File: src/rtl/mul8_sequencer.sv
// Sequential 8x8 unsigned multiplier that reuses one 4x4 array multiplier over four
// nibble passes, with a valid/ready handshake on both the operand and product sides.
module mul8_sequencer #(
    parameter bit SKIP_ZERO = 1'b1
) (
    input  logic        clk,
    input  logic        rst_n,
    input  logic        clr,
    input  logic        in_valid,
    output logic        in_ready,
    input  logic [7:0]  a,
    input  logic [7:0]  b,
    output logic        out_valid,
    input  logic        out_ready,
    output logic [15:0] product,
    output logic        busy,
    output logic [7:0]  done_cnt
);

    typedef enum logic [1:0] {IDLE, MUL, DONE} state_t;

    state_t      state;
    logic [1:0]  step;
    logic [15:0] acc;
    logic [7:0]  a_q;
    logic [7:0]  b_q;
    logic [3:0]  nib_a;
    logic [3:0]  nib_b;
    logic [7:0]  pp;
    logic [15:0] pass_term;

    // Unsigned 4x4 array multiplier: one row of partial products per multiplier bit.
    function automatic logic [7:0] mul4x4(input logic [3:0] x, input logic [3:0] y);
        logic [7:0] sum;
        sum = '0;
        for (int i = 0; i < 4; i++) begin
            if (y[i]) begin
                sum = sum + ({4'b0000, x} << i);
            end
        end
        return sum;
    endfunction

    // step[0] selects the multiplicand nibble, step[1] the multiplier nibble.
    always_comb begin
        nib_a     = step[0] ? a_q[7:4] : a_q[3:0];
        nib_b     = step[1] ? b_q[7:4] : b_q[3:0];
        pp        = mul4x4(nib_a, nib_b);
        pass_term = {8'h00, pp};
        case (step)
            2'd0:    pass_term = {8'h00, pp};
            2'd1,
            2'd2:    pass_term = {4'h0, pp, 4'h0};
            default: pass_term = {pp, 8'h00};
        endcase
    end

    always_ff @(posedge clk or negedge rst_n) begin
        if (!rst_n) begin
            state    <= IDLE;
            step     <= 2'd0;
            acc      <= 16'h0000;
            a_q      <= 8'h00;
            b_q      <= 8'h00;
            done_cnt <= 8'h00;
        end else if (clr) begin
            state <= IDLE;
            step  <= 2'd0;
            acc   <= 16'h0000;
        end else begin
            case (state)
                IDLE: begin
                    if (in_valid) begin
                        a_q  <= a;
                        b_q  <= b;
                        acc  <= 16'h0000;
                        step <= 2'd0;
                        if (SKIP_ZERO && ((a == 8'h00) || (b == 8'h00))) begin
                            state <= DONE;
                        end else begin
                            state <= MUL;
                        end
                    end
                end
                MUL: begin
                    acc  <= acc + pass_term;
                    step <= step + 2'd1;
                    if (step == 2'd3) begin
                        state <= DONE;
                    end
                end
                DONE: begin
                    if (out_ready) begin
                        state    <= IDLE;
                        done_cnt <= done_cnt + 8'd1;
                    end
                end
                default: state <= IDLE;
            endcase
        end
    end

    assign in_ready  = (state == IDLE);
    assign out_valid = (state == DONE);
    assign busy      = (state != IDLE);
    assign product   = acc;

endmodule

File: config.mk
export PLATFORM = sky130hd
export DESIGN_NAME = mul8_sequencer
export DESIGN_NICKNAME = d
export VERILOG_FILES = /design/src/rtl/mul8_sequencer.sv
export SDC_FILE = /design/constraint.sdc
export NUM_CORES = 1
export LEC_CHECK = 0
export CAP_MARGIN = 5
export CORE_MARGIN = 2
export CORE_UTILIZATION = 55
export DETAILED_ROUTE_END_ITERATION = 6
export PLACE_DENSITY = 0.9
export SYNTH_ARGS = -nofsm -noshare
export SYNTH_HDL_FRONTEND = slang
export SYNTH_SLANG_ARGS = --single-unit
File: constraint.sdc
create_clock -name clk -period 8.4 [get_ports clk]
set_input_delay 0.84 -clock clk [delete_from_list [all_inputs] [get_ports clk]]
set_output_delay 0.84 -clock clk [all_outputs]
set_load 0.02 [all_outputs]
Word level (Yosys, flattened, before mapping)

Cells that the tools add are included.

Flip-flop bits (word level): 44
Input port bits: 21
Word-level logic and storage cells: 52

$add $sub $neg: 6
Equal/unequal tests: 8
Mux-type cells: 19
Bitwise gates (word level): 1
Reductions and logical operators: 12

Operators with widths:

| cell                | number |
|---|---|
| $pmux 16 s2         | 2 |
| $mux 16             | 2 |
| $mux 8              | 3 |
| $add 16x16->16      | 1 |
| $logic_not 8->1     | 2 |
| $mux 2              | 7 |
| $mux 4              | 3 |
| $reduce_and 3->1    | 3 |
| $add 8x1->8 const B | 1 |
| $add 8x6->8         | 1 |
| $add 8x7->8         | 1 |
| $add 4x5->6         | 1 |
| $eq 2x2->1 const B  | 3 |
| $ne 3x3->1 const B  | 2 |
| $pmux 2 s3          | 1 |
| $eq 2x1->1 const B  | 2 |
| $logic_not 2->1     | 2 |
| $pmux 2 s2          | 1 |
| $ne 3x2->1 const B  | 1 |
| $reduce_bool 3->1   | 1 |
| $add 2x1->2 const B | 1 |
| $reduce_and 2->1    | 1 |
| $reduce_bool 2->1   | 1 |
| $reduce_or 2->1     | 1 |
| other kinds (2)     | 2 |

Depth between registers and ports, before layout

Gate-level depths: netlist of the first run.

Depth after elaboration: 12
Mapped depth: 29

Worst setup path after synthesis of the first run

Ideal clock, no wire load.

Path type: reg-to-reg
Start: reg step[0]
End: reg acc[15], in the netlist product[15]
Library setup time: 0.132 ns
Arrival: 5.823 ns
Data required time: 8.268 ns
Setup slack: 2.446 ns
Cell stages (with the launch flop): 28
Buffers on the path: 1
Cell sequence: dfrtp_1 > buf_6 > mux2_2 > and2_1 > ha_1 > fa_1 > xnor2_1 > o21ai_1 > ha_1 > nand2_1 > nor3_1 > a211oi_1 > nand2_1 > xnor2_1 > o21ai_0 > ha_1 > a21oi_1 > xor2_1 > nor2_1 > a221o_1 > a32o_2 > ha_1 > nor4_1 > a2bb2oi_1 > a211o_1 > a311oi_2 > mux2i_1 > o211ai_1

Longest elaborated chain between the ends: 12
Elaborated cells on any way between the ends: 16
Those cells by class: add/sub (4); eq/ne (2); mux (8); reduce/logical (2)

RTL lines:

| element                | line | source |
|---|---|---|
| from (decl)            | 23   | `logic [1:0] step;` |
| from (signal assigned) | 87   | `step <= step + 2'd1;` |
| $mux 4                 | 46   | `nib_a = step[0] ? a_q[7:4] : a_q[3:0];` |
| $mux 4                 | 37   | `if (y[i]) begin` |
| $add 4x5->6            | 38   | `sum = sum + ({4'b0000, x} << i);` |
| $mux 8                 | 37   |  |
| $add 8x6->8            | 38   |  |
| $mux 8                 | 37   |  |
| $add 8x7->8            | 38   |  |
| $mux 8                 | 37   |  |
| $pmux 16 s2 *          | 50   | `case (step)` |
| $add 16x16->16 *       | 86   | `acc <= acc + pass_term;` |
| $pmux 16 s2 *          | 71   | `case (state)` |
| $mux 16 *              | 66   | `end else if (clr) begin` |
| to (signal assigned)   | 86   |  |
| to (decl)              | 24   | `logic [15:0] acc;` |

Mark *: on every way between the ends. The rest lies on a longest branch, timed or not.
A chain may end at the register's enable or synchronous reset.

Final worst setup path of the first run

Ends and elaborated chain as after synthesis.

==> results.md, run 1 <==
- Metal2 WL: approximately 4000 um
- Power density of the placed cells: 260.6 nW/um2
- Yosys warning total: 0
- Maximum resistive drop on vdd: roughly 0.00018 V
- Clock tree buffer depth: 2
- Post-synth EDFFs: 0
- Launching element type of the critical path: flop
- Post-Syn Area: approximately 3400 um2
- Proportion of register bits with asynchronous set or reset after synthesis: 100.0%
- Final layout net count: 456
- Buffer cell driving the clock tree root: sky130_fd_sc_hd__clkbuf_8
- Drt drc: 0
- Main synth FF type: sky130_fd_sc_hd__dfrtp_1
- Portion of the clock cycle consumed by the worst path in the final layout: 81.99%
- Worst Setup End Kind: flop
- Gr ovfl total: 0
- Routed Antenna Nets: 0
- Fraction of final layout cells sized beyond drive strength 1: 12.90%
- Count of endpoints failing setup in the final report: 0
- Minimum setup slack in the final design: 1513 ps
- Worst endpoint required time: 8590 ps
- Estimated wirelength of the detail-placed design: 5866 um
- Number of hold violations in the final report: 0
- Highest achievable clock rate: 145.2 MHz
- Number of buffers inserted during clock tree synthesis: 5
- Detailed-route wire length on metal 1: about 3500 um
- Routed via count divided by cell count: 6.054
- Layout overhead on the synthesized area: 18.57%
- Effective utilization at floorplan: 57.25%
- CTS H-Tree Depth: 2
- Data arrival time of the critical path: ~7100 ps
- Highest net fanout along the worst path: 8
- Total negative slack: 0 ps
- Met3 routed wirelength: 283 um
- Number of nets in the synthesized netlist: between 400 and 500
- DRT Pass-1 Iters: 5
- Status: completed
- IO Port Bufs: 47
- # resized after CTS: 0
- Worst skew pair latency: 300 ps
- Average cell area after synthesis: between 9 and 10 um2
- Synthesis-stage register bit count: 44
- First-pass GRT wire length: between 10000 and 15000 um
- Synth cell types: 61
- Setup slack of the worst register-to-register path: about 1500 ps
- Vias after detailed routing: 2894
- Initial antenna violation count: 0
- GRT Util Overall: 25.77%
- Path class of the lowest-slack min-delay path: reg2reg
- # diodes: 0
- Path type of the worst setup path: reg2reg
- Vias in the first global route: 2893
- Die span in y: 82.74 um
- Register area share after synthesis: 32.29%
- Chip width: 82.74 um
- Minimum period implied by the final worst setup slack: a little under 7000 ps
- Core area: 5956 um2
- Final Slew Violations: 0
- Iteration-0 DRC count of the detailed router: about 130
- Number of buffers inserted by post-CTS setup repair: 0
- Clock-pin slew of the registers on the worst-case setup and hold paths: roughly 90 ps
- Setup WS pre-CTS: 1748 ps
- Pin count of the biggest net entering global routing: 45
- Max transition margin: 16.82%
- Top layer in use: met4
- Hold_buf cts: 0
- Total die area: 6845 um2
- Maximum capacitance violations: 0
- Number of placement rows: 28
- GPL Wtd Cong: 0.8839
- WL per Instance: 16.62 um
- Post-detailed-routing wire length: 7946 um
- IO Pins: 48
- Power Total: 1.054 mW
- Sink count of the clock tree: 44
- Post-Syn Instances: 356
- Setup repair after global routing missed its margin: false
- Cell leakage power: roughly 1.8 nW
- Slew at the pin closest to its max-slew limit: around 1200 ps
- TritonCTS clock tree: done
- Worst clock skew on the final layout: 5.444 ps
-- layer usage --
layer,vias to the layer above,GRT usage (%)
met2,71,44.27
met3,24,3.587
met4,0,11.31
met5,-,0
li1,1385,-
met1,1414,32.23
-- state kept, by name, indices dropped and copies added, names as in the netlist --
signal	cells
product	16
a_q	8
b_q	8
done_cnt	8
state	2
step	2
-- report_power, final --
part	leakage (nW)	total [mW]	internal, mW	switching [mW]
Sequential	0.574	0.274	0.243	0.0316
Combinational	1.19	0.609	0.278	0.331
Clock	0.0583	0.170	0.0897	0.0804
-- synth_stat cells (7+ instances only) --
master,instances,area share [%]
sky130_fd_sc_hd__inv_1,13,1.4
sky130_fd_sc_hd__nand2_1,41,4.5
sky130_fd_sc_hd__mux2i_1,7,2.1
sky130_fd_sc_hd__dfrtp_1,44,32
sky130_fd_sc_hd__mux2_2,23,7.6
sky130_fd_sc_hd__o21ai_0,14,2.1
sky130_fd_sc_hd__a21oi_1,16,2.3
sky130_fd_sc_hd__a22o_1,7,1.8
sky130_fd_sc_hd__xnor2_1,12,3.1
sky130_fd_sc_hd__nor3_1,8,1.2
sky130_fd_sc_hd__nand3_1,7,1.0
sky130_fd_sc_hd__xor2_1,11,2.8
sky130_fd_sc_hd__ha_1,29,11
sky130_fd_sc_hd__nor2_1,28,3.1
-- critical path: stages, from the launching register on --
cell	delay, ps
sky130_fd_sc_hd__dfrtp_1	640
sky130_fd_sc_hd__mux2_2	500
sky130_fd_sc_hd__and2_1	210
sky130_fd_sc_hd__ha_1	270
sky130_fd_sc_hd__fa_1	420
sky130_fd_sc_hd__xnor2_1	150
sky130_fd_sc_hd__o21ai_1	250
sky130_fd_sc_hd__ha_1	290
sky130_fd_sc_hd__nand2_1	110
sky130_fd_sc_hd__nor3_1	60
sky130_fd_sc_hd__a211oi_1	370
sky130_fd_sc_hd__nand2_1	120
sky130_fd_sc_hd__xnor2_1	170
sky130_fd_sc_hd__o21ai_0	100
sky130_fd_sc_hd__ha_1	350
sky130_fd_sc_hd__a21oi_1	160
sky130_fd_sc_hd__xor2_1	150
sky130_fd_sc_hd__nor2_1	50
sky130_fd_sc_hd__a221o_1	330
sky130_fd_sc_hd__a32o_2	280
sky130_fd_sc_hd__ha_1	230
sky130_fd_sc_hd__nor4_1	380
sky130_fd_sc_hd__a2bb2oi_1	210
sky130_fd_sc_hd__a211o_1	330
sky130_fd_sc_hd__a311oi_2	300
sky130_fd_sc_hd__mux2i_1	230
sky130_fd_sc_hd__o211ai_1	100
-- through the flow --
stage	util, %	hold WS, ps	area (um2)	cells
6_report	67.88	485.0	4043	478
5_1_grt	67.88	519.4	4043	478
3_5_place_dp	65.92	462.0	3926	470
2_1_floorplan	-	475.0	3410	356
4_1_cts	67.88	487.3	4043	478
3_3_place_gp	65.92	468.3	3926	470
-- placed cells by master (no fill, tap or decap), types with 11 or more instances in the layout --
master                            instances
sky130_fd_sc_hd__dfrtp_1                 44
sky130_fd_sc_hd__nor2_1                  28
sky130_fd_sc_hd__xor2_1                  11
sky130_fd_sc_hd__xnor2_1                 12
sky130_fd_sc_hd__inv_1                   13
sky130_fd_sc_hd__a21oi_1                 16
sky130_fd_sc_hd__mux2_2                  23
sky130_fd_sc_hd__o21ai_0                 14
sky130_fd_sc_hd__nand2_1                 41
sky130_fd_sc_hd__clkdlybuf4s50_1         46
sky130_fd_sc_hd__ha_1                    29
-- worst paths after layout --
path | start | endpoint | depth (start not counted)
setup reg to reg | step[0]$_DFFE_PN0P_ | product[15]$_DFFE_PN0P_ | 26
hold / removal | done_cnt[7]$_DFFE_PN0P_ | done_cnt[7]$_DFFE_PN0P_ | 1
min in group asynchronous | rst_n | done_cnt[1]$_DFFE_PN0P_ | 1
max in group asynchronous | rst_n | a_q[2]$_DFFE_PN0P_ | 1
setup / recovery | step[0]$_DFFE_PN0P_ | product[15]$_DFFE_PN0P_ | 26
hold reg to reg | done_cnt[7]$_DFFE_PN0P_ | done_cnt[7]$_DFFE_PN0P_ | 1
-- cell families after synthesis --
logic type	after synthesis	synth area share, %
AND/OR/NAND/NOR	123	17.95
flip-flops	44	32.29
buffers and inverters	23	3.156
XOR/XNOR	23	5.908
AO/OA/AOI/OAI	76	15.93
multiplexers	34	11.78
adder cells (fa/ha/maj)	33	12.99
-- layout make-up --
class	count	area [um2]
Multi-Input combinational cell	289	2201
Fill cell	473	1913
Sequential cell	44	1101
Timing Repair Buffer	48	473.0
Tap cell	75	93.84
Clock buffer	5	68.82
Inverter	14	57.56
Clock inverter	3	47.55
Note: power is estimated with default switching activity, not from simulation.
==> run 2: changes to the inputs <==
--- a/config.mk
+++ b/config.mk
@@ -7,9 +7,9 @@
 export LEC_CHECK = 0
 export CAP_MARGIN = 5
 export CORE_MARGIN = 2
-export CORE_UTILIZATION = 55
+export CORE_UTILIZATION = 50
 export DETAILED_ROUTE_END_ITERATION = 6
-export PLACE_DENSITY = 0.9
+export PLACE_DENSITY = 0.87
 export SYNTH_ARGS = -nofsm -noshare
 export SYNTH_HDL_FRONTEND = slang
 export SYNTH_SLANG_ARGS = --single-unit
==> constraint.sdc (replaced) <==
create_clock -name clk -period 6.1 [get_ports clk]
set_input_delay 0.61 -clock clk [delete_from_list [all_inputs] [get_ports clk]]
set_output_delay 0.61 -clock clk [all_outputs]
set_load 0.02 [all_outputs]
==> run 2 against run 1 <==
Clock skew up 1.6 ps. Global-route usage shrank 2.2 points. Hold slack got worse by 15 ps. Cell area increased by 10%. Total power grew 63%. Flip-flop and latch count is the same. Critical endpoint unchanged.
==> results.md, run 2 (same netlist as run 1, synthesis figures left out) <==
- Status: completed
- Total die area: 7495 um2 (+9.5%)
- Fillcell total: 486 (+2.7%)
- Layout overhead on the synthesized area: 30.50%
- Clock-pin slew of the registers on the worst-case setup and hold paths: 90 ps (about the same)
- Register share of total power: 21.9% (-4.1 points)
- Clock power share: 14.2% (-1.9 points)
- Endpoint of the lowest-slack register-to-register path: product[15]$_DFFE_PN0P_
- Maximum capacitance violations: 0 (unchanged)
- Routed via count divided by cell count: 6.106 (+0.85%)
- Power density of the placed cells: 385.2 nW/um2 (+48%)
- Count of endpoints failing setup in the final report: 0 (unchanged)
- DRT Pass-1 Iters: 5 (unchanged)
- Gr ovfl total: 0 (unchanged)
- Die span in y: 86.58 um (+4.6%)
- Path type of the worst setup path: reg2reg
- Setup slack of the worst register-to-register path: 130 ps (-1380 ps)
- Final design utilization: 66.59% (-1.3 points)
- Clock tree buffer depth: 2 (unchanged)
- Number of cells traversed by the worst register-to-register path: 22 (-15%)
- Worst Setup End Kind: flop
- Number of hold violations in the final report: 0 (unchanged)
- Initial antenna violation count: 0 (unchanged)
- Fraction of final layout cells sized beyond drive strength 1: 24.24% (+11 points)
- Iteration-0 DRC count of the detailed router: 231 (+85%)
- Number of buffers inserted during clock tree synthesis: 5 (unchanged)
- Launching element type of the critical path: flop
- Highest net fanout along the worst path: 5 (-3)
- Critical Path End: product[15]$_DFFE_PN0P_
- Effective utilization at floorplan: 51.03% (-6.2 points)
- Minimum period implied by the final worst setup slack: 5970 ps (-917.2 ps)
- Vias after detailed routing: 3108 (+7.4%)
- CTS H-Tree Depth: 2 (unchanged)
- Worst skew pair latency: 310 ps (about the same)
- Chip width: 86.58 um (+4.6%)
- Worst clock skew on the final layout: 7.041 ps (+1.597 ps)
- First-pass GRT wire length: 14150 um (+5.1%)
- Switching part of the total power: 41.99% (-0.089 points)
- Seq. cell area: 1101 um2 (unchanged)
- Combined area of the multi-input logic cells: 2397 um2 (+8.9%)
- Power share of the combinational group: 63.9% (+6.1 points)
- Sink count of the clock tree: 44 (unchanged)
- Core area: 6681 um2 (+12%)
- Cell leakage power: 1.983 nW (+8.6%)
- GRT Util Overall: 23.58% (-2.2 points)
- Hold_buf cts: 0 (unchanged)
- Vias in the first global route: 3060 (+5.8%)
- Pin count of the biggest net entering global routing: 45 (unchanged)
- TritonCTS clock tree: done
- Buffer cell driving the clock tree root: sky130_fd_sc_hd__clkbuf_8
- GPL Wtd Cong: 0.9523 (+7.7%)
- Portion of the clock cycle consumed by the worst path in the final layout: 97.87% (+16 points)
- Net switching power: 719.8 uW (+62%)
- Most frequent standard cell in the layout excluding fill and tap cells: sky130_fd_sc_hd__clkdlybuf4s50_1
- # diodes: 0 (unchanged)
- Slew at the pin closest to its max-slew limit: 1258 ps (+15.65 ps)
- Max transition margin: 15.78% (-1.0 points)
- Final layout net count: 482 (+5.7%)
- Path class of the lowest-slack min-delay path: in2async
- Max reg flops: 16 (unchanged)
- Routed Antenna Nets: 0 (unchanged)
- Total instance count after detailed placement: 481 (+2.3%)
- Source of the worst register-to-register timing path: step[0]$_DFFE_PN0P_
- Number of placement rows: 30 (+7.1%)
- Commonest non-fill, non-tap cells in the layout: 46 x sky130_fd_sc_hd__clkdlybuf4s50_1, 44 x sky130_fd_sc_hd__dfrtp_1, 40 x sky130_fd_sc_hd__nand2_1
- Final Slew Violations: 0 (unchanged)
- Final std cells w/o fill: 509 (+6.5%)
- WL per Instance: 18.53 um (+11%)
- Drt drc: 0 (unchanged)
- IO Pins: 48 (unchanged)
- Worst endpoint required time: 6280 ps (-2310 ps)
- Beginning of the critical path: step[0]$_DFFE_PN0P_
- Estimated wirelength of the detail-placed design: 5932 um (+1.1%)
- IO Port Bufs: 47 (unchanged)
- WHS: 470.1 ps (-14.86 ps)
- Highest achievable clock rate: 167.5 MHz (+15%)
- Maximum resistive drop on vdd: 0.0002933 V (+60%)
- Post-detailed-routing wire length: 9430 um (+19%)
- Data arrival time of the critical path: 6150 ps (-920 ps)
- Internal Power: 994.3 uW (+63%)
==> run 2: cell count changes in the layout (fill, tap and decap cells not counted), moves of 3 or more <==
| cell | change |
|---|---|
| sky130_fd_sc_hd__a21oi_1 | -3 |
| sky130_fd_sc_hd__ha_1 | -6 |
| sky130_fd_sc_hd__buf_4 | +25 |
| sky130_fd_sc_hd__ha_4 | +5 |
==> run 2: power by group through the flow <==
| stage | registers, mW | clock network [mW] | logic [mW] |
|---|---|---|---|
| floorplan | 0.386 | 0 | 0.612 |
| CTS | 0.372 | 0.245 | 0.876 |
| finish | 0.375 | 0.244 | 1.09 |
| global route | 0.381 | 0.257 | 1.17 |
| global placement | 0.376 | 0 | 0.793 |
| detailed placement | 0.378 | 0 | 0.830 |
==> run 2: worst max-delay path, cell delays in order, from the launching register on <==
cell and delay [ps]:
sky130_fd_sc_hd__dfrtp_1 410, sky130_fd_sc_hd__mux2_2 360, sky130_fd_sc_hd__and2_4 180, sky130_fd_sc_hd__ha_4 180
sky130_fd_sc_hd__fa_2 530, sky130_fd_sc_hd__nand2_1 50, sky130_fd_sc_hd__nand2_1 130, sky130_fd_sc_hd__ha_2 230
sky130_fd_sc_hd__fa_2 430, sky130_fd_sc_hd__mux2_2 300, sky130_fd_sc_hd__ha_1 230, sky130_fd_sc_hd__fa_1 430
sky130_fd_sc_hd__xor2_1 180, sky130_fd_sc_hd__o22ai_2 200, sky130_fd_sc_hd__nor4b_2 80, sky130_fd_sc_hd__o21a_1 190
sky130_fd_sc_hd__ha_1 280, sky130_fd_sc_hd__nor4_4 340, sky130_fd_sc_hd__a2bb2oi_2 120, sky130_fd_sc_hd__a211o_1 350
sky130_fd_sc_hd__a311oi_2 300, sky130_fd_sc_hd__mux2i_1 250, sky130_fd_sc_hd__o211ai_1 110
==> run 2: repair_timing <==
action	CTS	global route
hold endpoints to repair	0	0
resized for setup	6	32
pin swaps	1	19
endpoints found under the setup margin	1	7
setup buffers	4	16
==> run 2: metal layers <==
layer  wire length [um]  vias up  GRT usage (%)  part of all wire (%)
met1               3812     1518          28.83                    40
met5                  0        -              0                     0
met2               4795      125          41.96                    51
met3                448       37          3.238                   4.8
li1                   -     1428              -                     -
met4                374        0          9.091                   4.0
==> run 2: stage by stage <==
step	cell area [um2]	setup TNS (ps)	setup WS, ps	total power, mW
finish	4449	0	129.9	1.714
global route	4449	-230.7	-164.6	1.804
CTS	4154	0	0.06395	1.493
detailed placement	3978	-63.99	-63.99	1.208
global placement	3978	0	129.7	1.169
floorplan	3410	0	145.5	0.9984
==> run 2: how the worst min path moves through the flow <==
| stage | start | slack (ps) | end | cells after the start |
|---|---|---|---|---|
| 5_1_grt | done_cnt[7]$_DFFE_PN0P_ | 500 | done_cnt[7]$_DFFE_PN0P_ | 1 |
| 4_1_cts | done_cnt[7]$_DFFE_PN0P_ | 480 | done_cnt[7]$_DFFE_PN0P_ | 1 |
| 6_report | rst_n | 470 | product[6]$_DFFE_PN0P_ | 1 |
| 2_1_floorplan | rst_n | 310 | a_q[0]$_DFFE_PN0P_ | 0 |
| 3_5_place_dp | done_cnt[7]$_DFFE_PN0P_ | 470 | done_cnt[7]$_DFFE_PN0P_ | 1 |
| 3_3_place_gp | done_cnt[7]$_DFFE_PN0P_ | 460 | done_cnt[7]$_DFFE_PN0P_ | 1 |
==> run 2: cell type report <==
class / instances / area share, %
Inverter: 14 / 1.294
Timing Repair Buffer: 74 / 15.10
Tap cell: 80 / 2.250
Sequential cell: 44 / 24.75
Clock buffer: 6 / 1.856
Multi-Input combinational cell: 289 / 53.88
Clock inverter: 2 / 0.8718
==> run 3: changes to the inputs <==
--- a/config.mk
+++ b/config.mk
@@ -7,9 +7,9 @@
 export LEC_CHECK = 0
 export CAP_MARGIN = 5
 export CORE_MARGIN = 2
-export CORE_UTILIZATION = 50
+export CORE_UTILIZATION = 55
 export DETAILED_ROUTE_END_ITERATION = 6
-export PLACE_DENSITY = 0.87
+export PLACE_DENSITY = 0.9
 export SYNTH_ARGS = -nofsm -noshare
 export SYNTH_HDL_FRONTEND = slang
 export SYNTH_SLANG_ARGS = --single-unit
==> constraint.sdc (replaced) <==
create_clock -name clk -period 7.5 [get_ports clk]
set_input_delay 0.75 -clock clk [delete_from_list [all_inputs] [get_ports clk]]
set_output_delay 0.75 -clock clk [all_outputs]
set_load 0.02 [all_outputs]
==> run 3 against run 2 <==
Clock skew down 2.2 ps. Cell area shrank 9.0%. Critical path depth is 4 higher. Clock power fell by 19%. Via count down 8.5%. Clock-buffer cell count did not move. Fmax is 12% lower. Combinational power down 38%. Die area is 8.7% lower. Register-to-register slack better by 610 ps. Critical endpoint unchanged.
==> results.md, run 3 (same netlist as run 1, synthesis figures left out) <==
- Data arrival time of the critical path: 6950 ps (+800 ps)
- Buffering stage count on the worst path with inverters included: 0 (unchanged)
- Power density of the placed cells: 292.1 nW/um2 (-24%)
- Worst Setup End Kind: flop
- Worst path top cell family by delay: compound AO/OA/AOI/OAI gates
- Total die area: 6845 um2 (-8.7%)
- Sink count of the clock tree: 44 (unchanged)
- Final design utilization: 67.96% (+1.4 points)
- Buffer cell driving the clock tree root: sky130_fd_sc_hd__clkbuf_8
- Path class of the lowest-slack min-delay path: reg2reg
- Fraction of final layout cells sized beyond drive strength 1: 12.90% (-11 points)
- Slew at the pin closest to its max-slew limit: 1160 ps (-98.08 ps)
- Core area: 5956 um2 (-11%)
- Minimum setup slack in the final design: 742.3 ps (+612.3 ps)
- Final design instance area without fill: 4048 um2 (-9.0%)
- Post-detailed-routing wire length: 7844 um (-17%)
- TritonCTS clock tree: done
- Gr ovfl total: 0 (unchanged)
- Final std cells w/o fill: 478 (-6.1%)
- Crit-path max cell delay: 610 ps (+80 ps)
- Vias after detailed routing: 2844 (-8.5%)
- Commonest non-fill, non-tap cells in the layout: 46 x sky130_fd_sc_hd__clkdlybuf4s50_1, 44 x sky130_fd_sc_hd__dfrtp_1, 41 x sky130_fd_sc_hd__nand2_1
- Worst endpoint required time: 7690 ps (+1410 ps)
- DRT Pass-1 Iters: 4 (-1)
- Most frequent standard cell in the layout excluding fill and tap cells: sky130_fd_sc_hd__clkdlybuf4s50_1
- Clock-pin slew of the registers on the worst-case setup and hold paths: 90 ps (about the same)
- # resized after CTS: 0 (-6)
- # diodes: 0 (unchanged)
- Max transition margin: 22.34% (+6.6 points)
- WHS: 483.2 ps (+13.07 ps)
- Number of placement rows: 28 (-6.7%)
- Maximum capacitance violations: 0 (unchanged)
- GRT Util Overall: 25.75% (+2.2 points)
- Launching element type of the critical path: flop
- IO Pins: 48 (unchanged)
- Worst clock skew on the final layout: 4.800 ps (-2.241 ps)
- WL per Instance: 16.41 um (-11%)
- Number of gates on the worst path with buffers counted: 26 (+18%)
- Chip width: 82.74 um (-4.4%)
- Number of hold violations in the final report: 0 (unchanged)
- Die span in y: 82.74 um (-4.4%)
- Power Total: 1.182 mW (-31%)
- Minimum period implied by the final worst setup slack: 6758 ps (+787.7 ps)
- Final Slew Violations: 0 (unchanged)
- Setup repair after global routing missed its margin: false
- Setup WS pre-CTS: 860.9 ps (+924.8 ps)
- Drt drc: 0 (unchanged)
- Status: completed
- Effective utilization at floorplan: 57.25% (+6.2 points)
- Final layout net count: 456 (-5.4%)
- Routed Antenna Nets: 0 (unchanged)
- Routed via count divided by cell count: 5.950 (-2.6%)
- Number of buffers inserted by post-CTS setup repair: 0 (-4)
- Worst skew pair latency: 300 ps (about the same)
- Number of buffers inserted during clock tree synthesis: 5 (unchanged)
- Total instance count after detailed placement: 470 (-2.3%)
- First-pass GRT wire length: 13500 um (-4.5%)
- Placed Area: 3926 um2 (-1.3%)
- Max reg flops: 16 (unchanged)
- IO Port Bufs: 47 (unchanged)
- Clock tree buffer depth: 2 (unchanged)
- GPL Wtd Cong: 0.8839 (-7.2%)
- Most used cell, CP: sky130_fd_sc_hd__ha_1
- Layout overhead on the synthesized area: 18.72%
- Hold path depth: 1
- Count of endpoints failing setup in the final report: 0 (unchanged)
- Maximum resistive drop on vdd: 0.0002428 V (-17%)
- Pin count of the biggest net entering global routing: 45 (unchanged)
- Iteration-0 DRC count of the detailed router: 117 (-49%)
- Hold_buf cts: 0 (unchanged)
- Highest achievable clock rate: 148.0 MHz (-12%)
- Portion of the clock cycle consumed by the worst path in the final layout: 90.10% (-7.8 points)
- Total negative slack: 0 ps (unchanged)
- Estimated wirelength of the detail-placed design: 5766 um (-2.8%)
- Vias in the first global route: 2901 (-5.2%)
- Crit path max-delay cell type: sky130_fd_sc_hd__dfrtp_1
- Path type of the worst setup path: reg2reg
- Number of cells traversed by the worst register-to-register path: 26 (+18%)
- CTS H-Tree Depth: 2 (unchanged)
- Initial antenna violation count: 0 (unchanged)
- Highest net fanout along the worst path: 8 (+3)
- Cell leakage power: 1.829 nW (-7.8%)
[run 3: cell count changes in the layout (fill, tap and decap cells not counted), sizes merged]
| cell | before | now |
|---|---|---|
| buf | 28 | 2 |
[run 3: where the power goes]
group | switching [mW] | leakage, nW | internal (mW) | total, mW
sequential | 0.0338 | 0.574 | 0.272 | 0.305
clock | 0.0891 | 0.0614 | 0.109 | 0.198
combinational | 0.369 | 1.19 | 0.310 | 0.679
[run 3: worst paths after layout]
| check | start | endpoint | slack (ps) |
|---|---|---|---|
| worst max-delay path | step[0]$_DFFE_PN0P_ | product[15]$_DFFE_PN0P_ | 740 |
| worst min-delay path | done_cnt[7]$_DFFE_PN0P_ | done_cnt[7]$_DFFE_PN0P_ | 480 |
| worst max register to register | step[0]$_DFFE_PN0P_ | product[15]$_DFFE_PN0P_ | 740 |
| worst min register to register | done_cnt[7]$_DFFE_PN0P_ | done_cnt[7]$_DFFE_PN0P_ | 480 |
| max in group asynchronous | rst_n | product[11]$_DFFE_PN0P_ | 6310 |
| min in group asynchronous | rst_n | done_cnt[1]$_DFFE_PN0P_ | 590 |
[run 3: area by class of cell]
cell class                 instances  area (um2)
fill                             458        1908
clock buffer                       6       82.58
inverter                          14       57.56
sequential                        44        1101
multi-input combinational        289        2201
tap                               75       93.84
clock inverter                     2       38.79
timing repair buffer              48       473.0
[run 3: metal layers]
layer | GRT usage (%) | vias up | share of wire (%)
met5 | 0 | - | 0
met4 | 9.016 | 0 | 2.5
met3 | 3.261 | 20 | 3.1
met2 | 44.27 | 67 | 49
met1 | 33.36 | 1374 | 46
li1 | - | 1383 | -
[run 3: worst register-to-register path: cells and delay by family, from the launching register on]
| family | cells | cell delay (ps) |
|---|---|---|
| XOR/XNOR | 3 | 460 |
| AND/OR/NAND/NOR | 6 | 880 |
| multiplexers | 2 | 730 |
| AO/OA/AOI/OAI | 10 | 2430 |
| flip-flops | 1 | 610 |
| adder cells (fa/ha/maj) | 5 | 1530 |
